===== config.mk =====
export PLATFORM = sky130hd
export DESIGN_NAME = decode_stage_flat
export DESIGN_NICKNAME = d
export VERILOG_FILES = /design/src/rtl/decode_stage_if.sv /design/src/rtl/decode_stage.sv /design/src/flat_wrapper.sv
export SDC_FILE = /design/constraint.sdc
export NUM_CORES = 1
export LEC_CHECK = 0
export ABC_CLOCK_PERIOD_IN_PS = 4800
export BUFFER_PORTS_ARGS = -buffer_cell sky130_fd_sc_hd__buf_2
export CAP_MARGIN = 20
export CORE_AREA = 2 2 133 135
export CTS_CLUSTER_SIZE = 12
export DETAILED_ROUTE_END_ITERATION = 8
export DIE_AREA = 0 0 135 137
export PLACE_DENSITY_LB_ADDON = 0.1
export SYNTH_ARGS = -nofsm -noshare
export SYNTH_HDL_FRONTEND = slang
export SYNTH_SLANG_ARGS = --single-unit

===== constraint.sdc =====
create_clock -name clk -period 4.8 [get_ports clk]
set_input_delay 0.96 -clock clk [delete_from_list [all_inputs] [get_ports clk]]
set_output_delay 0.96 -clock clk [all_outputs]
set_load 0.01 [all_outputs]

===== src/rtl/decode_stage_if.sv =====
// Bundles the IF/ID handshake, register-file read/bypass paths and ID/EX outputs of decode_stage.
// slave is the decode stage's view; master is the surrounding pipeline's view.
interface decode_stage_if #(
    parameter int XLEN       = 32,
    parameter int REG_ADDR_W = 5
);
    logic                  if_valid_i;
    logic [31:0]           if_instr_i;
    logic [XLEN-1:0]       if_pc_i;
    logic                  id_ready_o;
    logic [REG_ADDR_W-1:0] rs1_addr_o;
    logic [REG_ADDR_W-1:0] rs2_addr_o;
    logic [XLEN-1:0]       rs1_data_i;
    logic [XLEN-1:0]       rs2_data_i;
    logic [REG_ADDR_W-1:0] wb_rd_addr_i;
    logic [XLEN-1:0]       wb_rd_data_i;
    logic                  wb_reg_write_en_i;
    logic                  flush_i;
    logic                  ex_ready_i;
    logic                  ex_valid_o;
    logic [XLEN-1:0]       ex_pc_o;
    logic [XLEN-1:0]       ex_rs1_val_o;
    logic [XLEN-1:0]       ex_rs2_val_o;
    logic [XLEN-1:0]       ex_imm_o;
    logic [REG_ADDR_W-1:0] ex_rd_addr_o;
    logic [REG_ADDR_W-1:0] ex_rs1_addr_o;
    logic [REG_ADDR_W-1:0] ex_rs2_addr_o;
    logic [3:0]            ex_alu_op_o;
    logic                  ex_alu_src_imm_o;
    logic                  ex_mem_read_o;
    logic                  ex_mem_write_o;
    logic                  ex_reg_write_o;
    logic                  ex_branch_o;
    logic                  ex_jump_o;
    logic [2:0]            ex_funct3_o;
    logic                  ex_illegal_o;

    modport slave (
        input  if_valid_i, if_instr_i, if_pc_i, rs1_data_i, rs2_data_i,
               wb_rd_addr_i, wb_rd_data_i, wb_reg_write_en_i, flush_i, ex_ready_i,
        output id_ready_o, rs1_addr_o, rs2_addr_o, ex_valid_o, ex_pc_o,
               ex_rs1_val_o, ex_rs2_val_o, ex_imm_o, ex_rd_addr_o, ex_rs1_addr_o,
               ex_rs2_addr_o, ex_alu_op_o, ex_alu_src_imm_o, ex_mem_read_o,
               ex_mem_write_o, ex_reg_write_o, ex_branch_o, ex_jump_o, ex_funct3_o,
               ex_illegal_o
    );

    modport master (
        output if_valid_i, if_instr_i, if_pc_i, rs1_data_i, rs2_data_i,
               wb_rd_addr_i, wb_rd_data_i, wb_reg_write_en_i, flush_i, ex_ready_i,
        input  id_ready_o, rs1_addr_o, rs2_addr_o, ex_valid_o, ex_pc_o,
               ex_rs1_val_o, ex_rs2_val_o, ex_imm_o, ex_rd_addr_o, ex_rs1_addr_o,
               ex_rs2_addr_o, ex_alu_op_o, ex_alu_src_imm_o, ex_mem_read_o,
               ex_mem_write_o, ex_reg_write_o, ex_branch_o, ex_jump_o, ex_funct3_o,
               ex_illegal_o
    );
endinterface


===== src/rtl/decode_stage.sv =====
// RV32I decode: immediates, control, write-back bypass and load-use bubble into the ID/EX register.
// Latency: one cycle from acceptance to ex_valid_o; one extra bubble on a load-use dependence.
// Backpressure: holds ID/EX while EX stalls; DECODE_ILLEGAL_CHECK_EN adds illegal-instruction flagging.
module decode_stage #(
    parameter int XLEN       = 32,
    parameter int REG_ADDR_W = 5
) (
    input  logic           clk,
    input  logic           rst,
    decode_stage_if.slave  bus
);
    localparam logic [6:0] OPC_LUI    = 7'b0110111;
    localparam logic [6:0] OPC_AUIPC  = 7'b0010111;
    localparam logic [6:0] OPC_JAL    = 7'b1101111;
    localparam logic [6:0] OPC_JALR   = 7'b1100111;
    localparam logic [6:0] OPC_BRANCH = 7'b1100011;
    localparam logic [6:0] OPC_LOAD   = 7'b0000011;
    localparam logic [6:0] OPC_STORE  = 7'b0100011;
    localparam logic [6:0] OPC_OPIMM  = 7'b0010011;
    localparam logic [6:0] OPC_OP     = 7'b0110011;

    localparam logic [3:0] ALU_ADD   = 4'd0;
    localparam logic [3:0] ALU_SUB   = 4'd1;
    localparam logic [3:0] ALU_SLL   = 4'd2;
    localparam logic [3:0] ALU_SLT   = 4'd3;
    localparam logic [3:0] ALU_SLTU  = 4'd4;
    localparam logic [3:0] ALU_XOR   = 4'd5;
    localparam logic [3:0] ALU_SRL   = 4'd6;
    localparam logic [3:0] ALU_SRA   = 4'd7;
    localparam logic [3:0] ALU_OR    = 4'd8;
    localparam logic [3:0] ALU_AND   = 4'd9;
    localparam logic [3:0] ALU_PASSB = 4'd10;

    typedef struct packed {
        logic [XLEN-1:0]       pc;
        logic [XLEN-1:0]       rs1_val;
        logic [XLEN-1:0]       rs2_val;
        logic [XLEN-1:0]       imm;
        logic [REG_ADDR_W-1:0] rd_addr;
        logic [REG_ADDR_W-1:0] rs1_addr;
        logic [REG_ADDR_W-1:0] rs2_addr;
        logic [3:0]            alu_op;
        logic                  alu_src_imm;
        logic                  mem_read;
        logic                  mem_write;
        logic                  reg_write;
        logic                  branch;
        logic                  jump;
        logic [2:0]            funct3;
        logic                  illegal;
    } idex_t;

    function automatic logic [3:0] alu_sel(input logic [2:0] f3, input logic alt, input logic allow_sub);
        logic [3:0] op;
        case (f3)
            3'b000:  op = (alt && allow_sub) ? ALU_SUB : ALU_ADD;
            3'b001:  op = ALU_SLL;
            3'b010:  op = ALU_SLT;
            3'b011:  op = ALU_SLTU;
            3'b100:  op = ALU_XOR;
            3'b101:  op = alt ? ALU_SRA : ALU_SRL;
            3'b110:  op = ALU_OR;
            default: op = ALU_AND;
        endcase
        return op;
    endfunction

    logic [31:0]           instr;
    logic [6:0]            opcode;
    logic [REG_ADDR_W-1:0] rs1;
    logic [REG_ADDR_W-1:0] rs2;
    logic [XLEN-1:0]       imm_i, imm_s, imm_b, imm_u, imm_j;
    logic [XLEN-1:0]       rs1_val, rs2_val;
    logic                  uses_rs1, uses_rs2, hazard, known_op;
    idex_t                 dec;
    idex_t                 ex_q, ex_d;
    logic                  ex_valid_q, ex_valid_d;

    assign instr  = bus.if_instr_i;
    assign opcode = instr[6:0];
    assign rs1    = instr[19:15];
    assign rs2    = instr[24:20];

    assign bus.rs1_addr_o = rs1;
    assign bus.rs2_addr_o = rs2;

    assign imm_i = {{20{instr[31]}}, instr[31:20]};
    assign imm_s = {{20{instr[31]}}, instr[31:25], instr[11:7]};
    assign imm_b = {{19{instr[31]}}, instr[31], instr[7], instr[30:25], instr[11:8], 1'b0};
    assign imm_u = {instr[31:12], 12'b0};
    assign imm_j = {{11{instr[31]}}, instr[31], instr[19:12], instr[20], instr[30:21], 1'b0};

    // The register file writes on the clock edge, so a same-cycle write-back must be forwarded here.
    assign rs1_val = (rs1 == '0) ? '0 :
                     (bus.wb_reg_write_en_i && bus.wb_rd_addr_i == rs1) ? bus.wb_rd_data_i : bus.rs1_data_i;
    assign rs2_val = (rs2 == '0) ? '0 :
                     (bus.wb_reg_write_en_i && bus.wb_rd_addr_i == rs2) ? bus.wb_rd_data_i : bus.rs2_data_i;

    assign uses_rs1 = (opcode == OPC_JALR) || (opcode == OPC_BRANCH) || (opcode == OPC_LOAD) ||
                      (opcode == OPC_STORE) || (opcode == OPC_OPIMM) || (opcode == OPC_OP);
    assign uses_rs2 = (opcode == OPC_BRANCH) || (opcode == OPC_STORE) || (opcode == OPC_OP);

    assign hazard = ex_valid_q && ex_q.mem_read && (ex_q.rd_addr != '0) &&
                    ((uses_rs1 && ex_q.rd_addr == rs1) || (uses_rs2 && ex_q.rd_addr == rs2));

    assign bus.id_ready_o = !rst && (bus.flush_i || ((!ex_valid_q || bus.ex_ready_i) && !hazard));

    always_comb begin
        dec          = '0;
        known_op     = 1'b1;
        dec.pc       = bus.if_pc_i;
        dec.rs1_val  = rs1_val;
        dec.rs2_val  = rs2_val;
        dec.rd_addr  = instr[11:7];
        dec.rs1_addr = rs1;
        dec.rs2_addr = rs2;
        dec.funct3   = instr[14:12];
        case (opcode)
            OPC_LUI:    begin dec.alu_op = ALU_PASSB; dec.imm = imm_u; dec.alu_src_imm = 1'b1; dec.reg_write = 1'b1; end
            OPC_AUIPC:  begin dec.alu_op = ALU_ADD;   dec.imm = imm_u; dec.alu_src_imm = 1'b1; dec.reg_write = 1'b1; end
            OPC_JAL:    begin dec.jump = 1'b1; dec.reg_write = 1'b1; dec.imm = imm_j; end
            OPC_JALR:   begin dec.jump = 1'b1; dec.reg_write = 1'b1; dec.imm = imm_i; dec.alu_src_imm = 1'b1; end
            OPC_BRANCH: begin dec.branch = 1'b1; dec.imm = imm_b; dec.alu_op = ALU_SUB; end
            OPC_LOAD:   begin dec.mem_read = 1'b1; dec.reg_write = 1'b1; dec.imm = imm_i; dec.alu_src_imm = 1'b1; end
            OPC_STORE:  begin dec.mem_write = 1'b1; dec.imm = imm_s; dec.alu_src_imm = 1'b1; end
            OPC_OPIMM:  begin
                dec.alu_op      = alu_sel(instr[14:12], instr[30], 1'b0);
                dec.imm         = imm_i;
                dec.alu_src_imm = 1'b1;
                dec.reg_write   = 1'b1;
            end
            OPC_OP:     begin
                dec.alu_op    = alu_sel(instr[14:12], instr[30], 1'b1);
                dec.reg_write = 1'b1;
            end
            default:    known_op = 1'b0;
        endcase
`ifdef DECODE_ILLEGAL_CHECK_EN
        if (!known_op || instr[1:0] != 2'b11 ||
            (opcode == OPC_OP && instr[31:25] != 7'h00 && instr[31:25] != 7'h20)) begin
            dec.illegal   = 1'b1;
            dec.reg_write = 1'b0;
            dec.mem_read  = 1'b0;
            dec.mem_write = 1'b0;
            dec.branch    = 1'b0;
            dec.jump      = 1'b0;
        end
`else
        dec.illegal = 1'b0;
`endif
        if (dec.rd_addr == '0) begin
            dec.reg_write = 1'b0;
        end
    end

    always_comb begin
        ex_valid_d = ex_valid_q;
        ex_d       = ex_q;
        if (bus.flush_i) begin
            ex_valid_d = 1'b0;
            ex_d       = '0;
        end else if (!ex_valid_q || bus.ex_ready_i) begin
            if (hazard || !bus.if_valid_i) begin
                ex_valid_d = 1'b0;
                ex_d       = '0;
            end else begin
                ex_valid_d = 1'b1;
                ex_d       = dec;
            end
        end
    end

    always_ff @(posedge clk) begin
        if (rst) begin
            ex_valid_q <= 1'b0;
            ex_q       <= '0;
        end else begin
            ex_valid_q <= ex_valid_d;
            ex_q       <= ex_d;
        end
    end

    assign bus.ex_valid_o       = ex_valid_q;
    assign bus.ex_pc_o          = ex_q.pc;
    assign bus.ex_rs1_val_o     = ex_q.rs1_val;
    assign bus.ex_rs2_val_o     = ex_q.rs2_val;
    assign bus.ex_imm_o         = ex_q.imm;
    assign bus.ex_rd_addr_o     = ex_q.rd_addr;
    assign bus.ex_rs1_addr_o    = ex_q.rs1_addr;
    assign bus.ex_rs2_addr_o    = ex_q.rs2_addr;
    assign bus.ex_alu_op_o      = ex_q.alu_op;
    assign bus.ex_alu_src_imm_o = ex_q.alu_src_imm;
    assign bus.ex_mem_read_o    = ex_q.mem_read;
    assign bus.ex_mem_write_o   = ex_q.mem_write;
    assign bus.ex_reg_write_o   = ex_q.reg_write;
    assign bus.ex_branch_o      = ex_q.branch;
    assign bus.ex_jump_o        = ex_q.jump;
    assign bus.ex_funct3_o      = ex_q.funct3;
    assign bus.ex_illegal_o     = ex_q.illegal;
endmodule


===== src/flat_wrapper.sv =====
// flat-port wrapper written by rule: the top's interface ports become plain ports
module decode_stage_flat 
#(
    parameter int XLEN       = 32,
    parameter int REG_ADDR_W = 5
)
  (clk, rst, bus_if_valid_i, bus_if_instr_i, bus_if_pc_i, bus_rs1_data_i, bus_rs2_data_i, bus_wb_rd_addr_i, bus_wb_rd_data_i, bus_wb_reg_write_en_i, bus_flush_i, bus_ex_ready_i, bus_id_ready_o, bus_rs1_addr_o, bus_rs2_addr_o, bus_ex_valid_o, bus_ex_pc_o, bus_ex_rs1_val_o, bus_ex_rs2_val_o, bus_ex_imm_o, bus_ex_rd_addr_o, bus_ex_rs1_addr_o, bus_ex_rs2_addr_o, bus_ex_alu_op_o, bus_ex_alu_src_imm_o, bus_ex_mem_read_o, bus_ex_mem_write_o, bus_ex_reg_write_o, bus_ex_branch_o, bus_ex_jump_o, bus_ex_funct3_o, bus_ex_illegal_o);
  decode_stage_if #(.XLEN(XLEN), .REG_ADDR_W(REG_ADDR_W)) bus_i ();
  input  logic clk;
  input  logic rst;
  input wire logic [$bits(bus_i.if_valid_i)-1:0] bus_if_valid_i;
  input wire logic [$bits(bus_i.if_instr_i)-1:0] bus_if_instr_i;
  input wire logic [$bits(bus_i.if_pc_i)-1:0] bus_if_pc_i;
  input wire logic [$bits(bus_i.rs1_data_i)-1:0] bus_rs1_data_i;
  input wire logic [$bits(bus_i.rs2_data_i)-1:0] bus_rs2_data_i;
  input wire logic [$bits(bus_i.wb_rd_addr_i)-1:0] bus_wb_rd_addr_i;
  input wire logic [$bits(bus_i.wb_rd_data_i)-1:0] bus_wb_rd_data_i;
  input wire logic [$bits(bus_i.wb_reg_write_en_i)-1:0] bus_wb_reg_write_en_i;
  input wire logic [$bits(bus_i.flush_i)-1:0] bus_flush_i;
  input wire logic [$bits(bus_i.ex_ready_i)-1:0] bus_ex_ready_i;
  output wire logic [$bits(bus_i.id_ready_o)-1:0] bus_id_ready_o;
  output wire logic [$bits(bus_i.rs1_addr_o)-1:0] bus_rs1_addr_o;
  output wire logic [$bits(bus_i.rs2_addr_o)-1:0] bus_rs2_addr_o;
  output wire logic [$bits(bus_i.ex_valid_o)-1:0] bus_ex_valid_o;
  output wire logic [$bits(bus_i.ex_pc_o)-1:0] bus_ex_pc_o;
  output wire logic [$bits(bus_i.ex_rs1_val_o)-1:0] bus_ex_rs1_val_o;
  output wire logic [$bits(bus_i.ex_rs2_val_o)-1:0] bus_ex_rs2_val_o;
  output wire logic [$bits(bus_i.ex_imm_o)-1:0] bus_ex_imm_o;
  output wire logic [$bits(bus_i.ex_rd_addr_o)-1:0] bus_ex_rd_addr_o;
  output wire logic [$bits(bus_i.ex_rs1_addr_o)-1:0] bus_ex_rs1_addr_o;
  output wire logic [$bits(bus_i.ex_rs2_addr_o)-1:0] bus_ex_rs2_addr_o;
  output wire logic [$bits(bus_i.ex_alu_op_o)-1:0] bus_ex_alu_op_o;
  output wire logic [$bits(bus_i.ex_alu_src_imm_o)-1:0] bus_ex_alu_src_imm_o;
  output wire logic [$bits(bus_i.ex_mem_read_o)-1:0] bus_ex_mem_read_o;
  output wire logic [$bits(bus_i.ex_mem_write_o)-1:0] bus_ex_mem_write_o;
  output wire logic [$bits(bus_i.ex_reg_write_o)-1:0] bus_ex_reg_write_o;
  output wire logic [$bits(bus_i.ex_branch_o)-1:0] bus_ex_branch_o;
  output wire logic [$bits(bus_i.ex_jump_o)-1:0] bus_ex_jump_o;
  output wire logic [$bits(bus_i.ex_funct3_o)-1:0] bus_ex_funct3_o;
  output wire logic [$bits(bus_i.ex_illegal_o)-1:0] bus_ex_illegal_o;
  assign bus_i.if_valid_i = bus_if_valid_i;
  assign bus_i.if_instr_i = bus_if_instr_i;
  assign bus_i.if_pc_i = bus_if_pc_i;
  assign bus_i.rs1_data_i = bus_rs1_data_i;
  assign bus_i.rs2_data_i = bus_rs2_data_i;
  assign bus_i.wb_rd_addr_i = bus_wb_rd_addr_i;
  assign bus_i.wb_rd_data_i = bus_wb_rd_data_i;
  assign bus_i.wb_reg_write_en_i = bus_wb_reg_write_en_i;
  assign bus_i.flush_i = bus_flush_i;
  assign bus_i.ex_ready_i = bus_ex_ready_i;
  assign bus_id_ready_o = bus_i.id_ready_o;
  assign bus_rs1_addr_o = bus_i.rs1_addr_o;
  assign bus_rs2_addr_o = bus_i.rs2_addr_o;
  assign bus_ex_valid_o = bus_i.ex_valid_o;
  assign bus_ex_pc_o = bus_i.ex_pc_o;
  assign bus_ex_rs1_val_o = bus_i.ex_rs1_val_o;
  assign bus_ex_rs2_val_o = bus_i.ex_rs2_val_o;
  assign bus_ex_imm_o = bus_i.ex_imm_o;
  assign bus_ex_rd_addr_o = bus_i.ex_rd_addr_o;
  assign bus_ex_rs1_addr_o = bus_i.ex_rs1_addr_o;
  assign bus_ex_rs2_addr_o = bus_i.ex_rs2_addr_o;
  assign bus_ex_alu_op_o = bus_i.ex_alu_op_o;
  assign bus_ex_alu_src_imm_o = bus_i.ex_alu_src_imm_o;
  assign bus_ex_mem_read_o = bus_i.ex_mem_read_o;
  assign bus_ex_mem_write_o = bus_i.ex_mem_write_o;
  assign bus_ex_reg_write_o = bus_i.ex_reg_write_o;
  assign bus_ex_branch_o = bus_i.ex_branch_o;
  assign bus_ex_jump_o = bus_i.ex_jump_o;
  assign bus_ex_funct3_o = bus_i.ex_funct3_o;
  assign bus_ex_illegal_o = bus_i.ex_illegal_o;
  decode_stage #(.XLEN(XLEN), .REG_ADDR_W(REG_ADDR_W)) u_core (.clk(clk), .rst(rst), .bus(bus_i));
endmodule

# [After elaboration in Yosys (flattened, before gate mapping)]
# Index checks and enable logic that the tools add are counted.
[op_classes] div=0 n_eq_ne=19 n_reduce_logical=35 n_addsub=0 mul=0 mux=19 bitwise_logic=0 magnitude_cmp=0 shifts=0
[ops] operator="one-hot mux 32 bit (5 select lines)" n=1
[ops] operator="2-to-1 mux 157 bit" n=1
[ops] operator="2-to-1 mux 32 bit" n=4
[ops] operator="one-hot mux 4 bit (7 select lines)" n=2
[ops] operator="equality test 7 x 6 -> 1 bit (second input constant)" n=3
[ops] operator="equality test 7 bit (second input constant)" n=3
[ops] operator="equality test 5 bit" n=4
[ops] operator="one-hot mux 4 bit (4 select lines)" n=1
[ops] operator="logical NOT 5 bit" n=3
[ops] operator="equality test 7 x 5 -> 1 bit (second input constant)" n=2
[ops] operator="logical OR 1 bit" n=11
[ops] operator="2-to-1 mux 1 bit" n=10
[ops] operator="equality test 3 bit (second input constant)" n=3
[ops] operator="logical AND 1 bit" n=9
[ops] operator="equality test 7 x 2 -> 1 bit (second input constant)" n=1
[ops] operator="OR reduction 7 bit" n=1
[ops] operator="equality test 3 x 2 -> 1 bit (second input constant)" n=2
[ops] operator="OR reduction 2 bit" n=3
[ops] operator="OR reduction 6 bit" n=1
[ops] operator="nonzero test 5 bit" n=1
[ops] operator="logical NOT 1 bit" n=4
[ops] operator="equality test 3 x 1 -> 1 bit (second input constant)" n=1
[ops] operator="logical NOT 3 bit" n=1
[ops] operator="OR reduction 3 bit" n=1
[totals] register_bits=158 input_bits=171 mem_bits_ro=0 latchBits=0 elab_cells=90 mem_count=0 ram_bits=0 output_inout_bits=169

# [Depth between registers and ports, before layout]
# Gate-level depths: netlist of the first run.
[depth] ltp_word=13 ltp_mapped=9 mapped_depth_nobuf=6

# [Least setup slack after synthesis of the first run]
# OpenSTA, ideal clock, no wires.
[synth_path] path_type="input to output" start="in bus_if_instr_i[22]" end="out bus_id_ready_o" path_stages=7 required_time_ns=3.840 arrival_time_ns=2.324 setup_slack_ns=1.516 path_buffers=1 cell_sequence="clkbuf_1 > xnor2_1 > nand4_1 > or4_1 > a21o_1 > a21oi_1 > nor2_1"
[synth_between] elab_chain_len=8
[synth_lines] element="start: declaration" line_no="flat_wrapper.sv:12" text="input wire logic [$bits(bus_i.if_instr_i)-1:0] bus_if_instr_i;"
[synth_lines] element="equality test 5 bit" line_no="decode_stage.sv:104" text="((uses_rs1 && ex_q.rd_addr == rs1) || (uses_rs2 && ex_q.rd_addr == rs2));"
[synth_lines] element="logical AND 1 bit" line_no="decode_stage.sv:104"
[synth_lines] element="logical OR 1 bit" line_no="decode_stage.sv:104"
[synth_lines] element="logical AND 1 bit" line_no="decode_stage.sv:103" text="assign hazard = ex_valid_q && ex_q.mem_read && (ex_q.rd_addr != '0) &&"
[synth_lines] element="logical NOT 1 bit" line_no="decode_stage.sv:106" text="assign bus.id_ready_o = !rst && (bus.flush_i || ((!ex_valid_q || bus.ex_ready_i) && !hazard));"
[synth_lines] element="logical AND 1 bit" line_no="decode_stage.sv:106"
[synth_lines] element="logical OR 1 bit" line_no="decode_stage.sv:106"
[synth_lines] element="logical AND 1 bit" line_no="decode_stage.sv:106"
[synth_lines] element="end: declaration" line_no="flat_wrapper.sv:21" text="output wire logic [$bits(bus_i.id_ready_o)-1:0] bus_id_ready_o;"
# Every way passes these cells.

# [Worst setup path after layout of the first run]
[layout_path] start="in bus_if_instr_i[5]" end="out bus_id_ready_o"
[layout_between] elab_chain_len=13 word_cells_on_any_way=21 classes_between="6 x eq/ne; 15 x reduce/logical"
[layout_lines] element="equality test 7 bit (on tied branches)" line_no="decode_stage.sv:99, decode_stage.sv:101"
[layout_lines] element="logical OR 1 bit (3 in series)" line_no="decode_stage.sv:99" text="assign uses_rs1 = (opcode == OPC_JALR) || (opcode == OPC_BRANCH) || (opcode == OPC_LOAD) ||"
[layout_lines] element="logical OR 1 bit (2 in series)" line_no="decode_stage.sv:100" text="(opcode == OPC_STORE) || (opcode == OPC_OPIMM) || (opcode == OPC_OP);"
[layout_lines] element="logical AND 1 bit" line_no="decode_stage.sv:104"
[layout_lines] element="logical OR 1 bit *" line_no="decode_stage.sv:104"
[layout_lines] element="logical AND 1 bit *" line_no="decode_stage.sv:103"
[layout_lines] element="logical NOT 1 bit *" line_no="decode_stage.sv:106"
[layout_lines] element="logical AND 1 bit *" line_no="decode_stage.sv:106"
[layout_lines] element="logical OR 1 bit *" line_no="decode_stage.sv:106"
[layout_lines] element="logical AND 1 bit *" line_no="decode_stage.sv:106"
# Every way passes the cells marked *; elsewhere a longest branch is shown, timed or not.

==> results.json, run 1 <==
{
  "ctsHoldBuffers": 0,
  "grt_overflow": 0,
  "maxSlewViolCount": 0,
  "required_ns": 3.84,
  "place.gp.congestion": 0.901,
  "rows": 48,
  "r2r_start": "u_core.bus.ex_rd_addr_o[0]$_SDFFE_PP0P_",
  "post_cts_buffers": 0,
  "fillerInstances": 1701,
  "numCtsBuffers": 17,
  "core_area_mm2": 0.0171,
  "cellPowerDensity_mw_per_mm2": 344,
  "relSlewSlack_pct": 24.6,
  "io_pins": 340,
  "die_w_um": 135,
  "r2r_end": "u_core.bus.ex_imm_o[10]$_SDFFE_PP0P_",
  "final_cells": 1208,
  "syn_nets": 836,
  "place.port_buffers": 338,
  "tns_ns": 0,
  "min_period_ns": 3.59,
  "yosysSeqAreaShare_pct": 49.8,
  "layout_commonest_cell": "buf_2",
  "start_kind": "input port",
  "status": "complete, no violations",
  "syn_area_per_cell_um2": 9.49,
  "worst_slew_pin_slew_ns": 1.13,
  "min_period_over_period_pct": 74.9,
  "final-setup-viol-count": 0,
  "drt_iter0_drc": 326,
  "grt_max_degree": 88,
  "wl_um": 19900,
  "rr_worst_depth": 7,
  "antenna_found_initial": 3,
  "synth_top_area_share_pct": 49.8,
  "cp_max_fo": 12,
  "clk_pin_slew_ns": 0.06,
  "critPathLaunch": "bus_if_instr_i[5]",
  "cts_tree": "done",
  "wl_per_cell_um": 16.5,
  "drive_gt1_share_pct": 39.3,
  "worst-setup-path-type": "in2out",
  "vias_per_cell": 4.92,
  "first_global_vias": 5438,
  "hold_viol": 0,
  "die_h_um": 137,
  "hp-class": "reg2reg",
  "endpoint": "bus_id_ready_o",
  "synth_seq_cells": 157,
  "grt_util_all_layers_pct": 20.7,
  "synth.top_cells.by_area": "dfxtp_1 50%, mux2i_1 10%, o21ai_0 8.0%",
  "worst_ep_arrival_time_ns": 2.63,
  "dp_cells": 1172,
  "synth.distinct_cells": 42,
  "ant_nets": 0,
  "clkSinkCount": 157,
  "root_buffer": "clkbuf_16",
  "fin_skew_ns": 0.00801,
  "clkLatencyLatePin_ns": 0.41,
  "worst_ir_drop_vdd_v": 0.000239,
  "fin_nets": 1138,
  "final_cell_mix": "338 x buf_2, 157 x dfxtp_1, 102 x nand2_1, 101 x o21ai_0, 66 x mux2i_1",
  "initial_core_util_pct": 37.0,
  "netlist_area_mm2": 0.00631,
  "hp-start": "u_core.bus.ex_alu_op_o[3]$_SDFFE_PP0P_",
  "syn_inst": 665,
  "dieArea_mm2": 0.0185,
  "drc": 0,
  "num_vias": 5946,
  "grt_first_pass_wirelength_um": 29600,
  "max_freq_mhz": 278,
  "firstDrtPassIters": 5,
  "cts_resized": 0,
  "grt_setup_unrepaired": "no",
  "end_kind": "output pin",
  "r2r_slack_ns": 2.10,
  "yosys.area.top_type": "dfxtp_1",
  "leakage_uw": 0.00393,
  "yosys_warnings": 0,
  "cap_violations": 0,
  "area_growth_pct": 36.7,
  "cts_max_level": 4,
  "hpwl_um": 14600,
  "cts_buffer_depth": 2
}
-- cells by family (layout without fill, tap and decap cells) --
group                  after synthesis  in the layout  share of synthesized area [%]
flip-flops                         157            157                           49.8
other                                1              4                         0.0594
AND/OR/NAND/NOR                    150            150                           10.5
buffers and inverters               64            379                           5.47
multiplexers                        66             66                           10.5
XOR/XNOR                            20             20                           2.77
AO/OA/AOI/OAI                      207            207                           20.9
-- power breakdown --
part	total, µW	internal (µW)	switching, µW
registers	1350	1330	15.3
logic	255	119	136
clock network	1370	833	538
-- worst max-delay path: stages --
cell and delay [ns]:
buf_2 0.19, a21boi_0 0.24, nand4_1 0.11, or4_1 0.55, a21o_1 0.23, a21oi_1 0.16, nor2_1 0.05, buf_2 0.13
-- sequential cells by signal, indices dropped and copies added, names as in the netlist --
name                         cells
u_core.bus.ex_rs2_addr_o         5
u_core.bus.ex_mem_write_o        1
u_core.bus.ex_funct3_o           3
u_core.bus.ex_rd_addr_o          5
u_core.bus.ex_rs1_val_o         32
u_core.bus.ex_imm_o             32
u_core.bus.ex_mem_read_o         1
u_core.bus.ex_branch_o           1
u_core.bus.ex_rs2_val_o         32
u_core.bus.ex_alu_op_o           4
u_core.bus.ex_valid_o            1
u_core.bus.ex_alu_src_imm_o      1
u_core.bus.ex_pc_o              32
u_core.bus.ex_jump_o             1
u_core.bus.ex_rs1_addr_o         5
u_core.bus.ex_reg_write_o        1
-- per-layer routing --
metal | routed length (µm) | GRT usage [%] | up-vias | share of wire (%)
met2 | 9200 | 32.1 | 247 | 46
met5 | 0 | 0 | - | 0
met3 | 1640 | 6.89 | 28 | 8.2
li1 | - | - | 2966 | -
met4 | 532 | 9.55 | 0 | 2.7
met1 | 8560 | 26.1 | 2705 | 43
-- Yosys cell counts, drive strengths merged --
master	instances
xor2	13
a22o	55
a21o	2
conb	1
a21boi	2
a21oi	27
nor2b	4
o22ai	1
nand2	102
nor4	4
o21ai	101
a31oi	2
and3	3
o31ai	1
or3	1
nand4b	1
nor3b	2
xnor2	7
dfxtp	157
nor2	14
a32o	7
nand3	4
nand4	2
o311a	1
a22oi	5
nand2b	4
nor3	6
or4	1
inv	1
a221oi	1
a32oi	2
nand3b	1
clkbuf	34
and2	1
mux2i	66
buf	29
-- layout make-up --
class / instances / area (µm²) / share of cell area [%]
Antenna cell: 3 / 7.51 / 0.0870
Clock buffer: 18 / 439 / 5.09
Clock inverter: 14 / 166 / 1.93
Inverter: 1 / 3.75 / 0.0435
Multi-Input combinational cell: 444 / 2840 / 32.9
Sequential cell: 157 / 3140 / 36.4
Tap cell: 225 / 282 / 3.26
Timing Repair Buffer: 346 / 1750 / 20.3
-- per-stage QoR --
| stage | hold slack, ns | cell area (µm²) | power [µW] | setup WS, ns | util (%) |
|---|---|---|---|---|---|
| 4_1_cts | 0.452 | 8620 | 3010 | 1.20 | 50.5 |
| 5_1_grt | 0.471 | 8630 | 3100 | 1.09 | 50.6 |
| 3_5_place_dp | 0.437 | 8010 | 1630 | 1.20 | 47.0 |
| 3_3_place_gp | 0.430 | 8010 | 1630 | 1.22 | 47.0 |
| 2_1_floorplan | 0.483 | 6310 | 1500 | 1.52 | - |
| 6_report | 0.443 | 8630 | 2970 | 1.21 | 50.6 |
-- how the worst min path moves through the flow --
stage / end / slack [ns] / depth (start not counted)
final: u_core.bus.ex_alu_op_o[3]$_SDFFE_PP0P_ / 0.44 / 2
after global routing: u_core.bus.ex_imm_o[26]$_SDFFE_PP0P_ / 0.47 / 2
after CTS: u_core.bus.ex_imm_o[4]$_SDFFE_PP0P_ / 0.45 / 2
after detailed placement: u_core.bus.ex_rs1_val_o[24]$_SDFFE_PP0P_ / 0.44 / 2
after global placement: u_core.bus.ex_rs1_val_o[27]$_SDFFE_PP0P_ / 0.43 / 2
after floorplan: u_core.bus.ex_imm_o[31]$_SDFFE_PP0P_ / 0.48 / 2
(Power assumes the default switching activity.)
==> run 2: changes to the inputs <==
ABC_AREA = 1   (was unset)
ABC_CLOCK_PERIOD_IN_PS = 3770   (was 4800)
CORE_AREA = unset   (was 2 2 133 135)
CORE_MARGIN = 2   (was unset)
CORE_UTILIZATION = 49   (was unset)
DIE_AREA = unset   (was 0 0 135 137)
clock period = 3.77 ns   (was 4.8 ns; I/O delays follow)
==> run 2 against run 1 <==
  * Final area increased by 24%
  * Clock skew increased by 0.0059 ns
  * Worst setup slack got worse by 0.31 ns
  * Die area about the same
  * Sequential power increased by 27%
  * Critical endpoint unchanged
  * Critical path depth increased by 3
  * Register-to-register slack got worse by 0.37 ns
  * Highest routed layer unchanged
  * Final cell count increased by 52%
  * First-iteration DRC count increased to 2.8 times the previous value
  * Global-route usage increased by 11 points
==> results.json, run 2 <==
{
  "status": "complete, no violations",
  "leakage_uw": 0.00552,
  "cts_max_level": 4,
  "cellPowerDensity_mw_per_mm2": 367,
  "synthMostInstantiatedCell": "nand2_1",
  "required_ns": 3.02,
  "clk_pin_slew_ns": 0.07,
  "die_w_um": 136,
  "synth_seq_cells": 157,
  "syn_area_per_cell_um2": 6.37,
  "grt_max_degree": 158,
  "start_kind": "input port",
  "drt_iter0_drc": 908,
  "die_h_um": 136,
  "ys.flop_type": "dfxtp_1",
  "drive_gt1_share_pct": 25.1,
  "post_cts_buffers": 0,
  "wl_per_cell_um": 16.3,
  "clkSinkCount": 157,
  "clkLatencyLatePin_ns": 0.43,
  "dieArea_mm2": 0.0185,
  "hp-class": "reg2reg",
  "wl_um": 29800,
  "place.port_buffers": 338,
  "num_vias": 9861,
  "worst_ep_arrival_time_ns": 2.12,
  "place_area_mm2": 0.0101,
  "yosys.area.top_type": "dfxtp_1",
  "yosysSeqAreaShare_pct": 36.8,
  "power_frac_comb_pct": 13.1,
  "final_cells": 1832,
  "synth_top_area_share_pct": 36.8,
  "cts_resized": 0,
  "maxSlewViolCount": 0,
  "worst-setup-path-type": "in2out",
  "firstDrtPassIters": 5,
  "pwr-share-clk_pct": 43.1,
  "place.gp.congestion": 0.929,
  "async_flop_share_pct": 0,
  "numCtsBuffers": 17,
  "core_area_mm2": 0.0172,
  "synth.top_cells.by_area": "dfxtp_1 37%, nand2_1 17%, nand4_1 13%",
  "cap_violations": 0,
  "cp_max_fo": 4,
  "syn_nets": 1512,
  "fin_skew_ns": 0.0139,
  "synth_edf_count": 0,
  "cts_buffer_depth": 2,
  "utilization_pct": 62.1,
  "first_global_vias": 8760,
  "drc": 0,
  "syn_inst": 1341,
  "area_growth_pct": 24.9,
  "synth_commonest_cells": "390 x nand2_1, 178 x nand4_1, 161 x a21oi_1",
  "cts_tree": "done",
  "worst_slew_pin_slew_ns": 0.935,
  "relSlewSlack_pct": 37.7,
  "antenna_found_initial": 4,
  "grt_first_pass_wirelength_um": 45900,
  "fin_nets": 1761,
  "hpwl_um": 20100,
  "path_cells": "buf_2, nand2_1, nor2_1, nand2_1, nand3_2, nor2_1, nor2_1, nand2_4, a21oi_1, nor2_1, buf_2",
  "cp_common_cell": "nor2_1",
  "rows": 48,
  "synth.distinct_cells": 26,
  "end_kind": "output pin",
  "grt_overflow": 0,
  "yosys_warnings": 0,
  "vias_per_cell": 5.38,
  "grt_util_all_layers_pct": 31.3,
  "worst_ir_drop_vdd_v": 0.000313,
  "min_period_over_period_pct": 76.3,
  "io_pins": 340,
  "critPathSlowestCell": "nor2_1",
  "hold_viol": 0,
  "swShare_pct": 29.3,
  "layout_commonest_cell": "nand2_1",
  "min_period_ns": 2.88,
  "max_freq_mhz": 348,
  "whs_ns": 0.461,
  "initial_core_util_pct": 49.7,
  "final-setup-viol-count": 0,
  "max_stage_delay_ns": 0.28,
  "grt_setup_unrepaired": "no",
  "dp_cells": 1796,
  "final_cell_mix": "390 x nand2_1, 337 x buf_2, 178 x nand4_1, 161 x a21oi_1",
  "netlist_area_mm2": 0.00854,
  "root_buffer": "clkbuf_16",
  "power.net_switching_uw": 1150,
  "seq_power_share_pct": 43.8,
  "tns_ns": 0,
  "ant_nets": 0,
  "ctsHoldBuffers": 0,
  "finalInstanceArea_mm2": 0.0107,
  "internal-power_uw": 2770
}
[run 2: changes by cell type in the layout (fill, tap and decap cells not counted), moves of 9 or more]
cell	before	now
mux2i_1	66	0
xor2_1	13	4
o21ai_0	101	10
nand2_1	102	390
a21oi_1	27	161
nand3_1	3	23
nand4_1	2	178
a22o_1	55	0
inv_1	1	104
nor2_1	13	157
[run 2: layout make-up]
class	count	area, µm²
inverter	109	412
multi-input combinational	949	4370
clock buffer	17	425
fill	1758	6510
antenna	4	10.0
clock inverter	15	149
tap	225	282
sequential	157	3140
timing repair buffer	356	1880
[run 2: power groups by stage]
stage | Sequential [µW] | Combinational (µW) | Clock, µW
finish | 1710 | 514 | 1690
CTS | 1710 | 510 | 1710
global route | 1720 | 570 | 1770
detailed placement | 1750 | 508 | 0
floorplan | 1770 | 267 | 0
global placement | 1750 | 505 | 0
[run 2: logic make-up after synthesis]
logic type / Yosys count / synth area share [%]
buffers and inverters: 235 / 12.2
flip-flops: 157 / 36.8
other: 1 / 0.0439
XOR/XNOR: 5 / 0.513
AND/OR/NAND/NOR: 766 / 39.9
AO/OA/AOI/OAI: 177 / 10.6
[run 2: metal layers]
layer	routed length, µm	share of wire, %	GRT usage, %	up-vias
met4	1030	3.5	13.8	0
met3	2610	8.8	6.67	59
li1	-	-	-	4905
met5	0	0	1.67	-
met2	13900	47	50.4	438
met1	12200	41	40.3	4459
[run 2: final timing paths]
kind | start | to | slack (ns) | cells after the start
hold reg to reg | u_core.bus.ex_branch_o$_SDFFE_PP0P_ | u_core.bus.ex_branch_o$_SDFFE_PP0P_ | 0.46 | 2
setup reg to reg | u_core.bus.ex_rd_addr_o[1]$_SDFFE_PP0P_ | u_core.bus.ex_rs1_addr_o[4]$_SDFFE_PP0P_ | 1.73 | 9
setup / recovery | bus_if_instr_i[1] | bus_id_ready_o | 0.89 | 11
hold / removal | u_core.bus.ex_branch_o$_SDFFE_PP0P_ | u_core.bus.ex_branch_o$_SDFFE_PP0P_ | 0.46 | 2
[run 2: per-stage QoR]
step	power, µW	setup slack [ns]
finish	3920	0.894
global route	4060	0.734
CTS	3940	0.879
detailed placement	2260	0.897
global placement	2260	0.929
floorplan	2040	1.15
[run 2: worst max-delay path: cells and delay by family]
kind	cells	cell delay [ns]
buf+inv	2	0.21
simple gates	8	1.02
compound gates	1	0.13
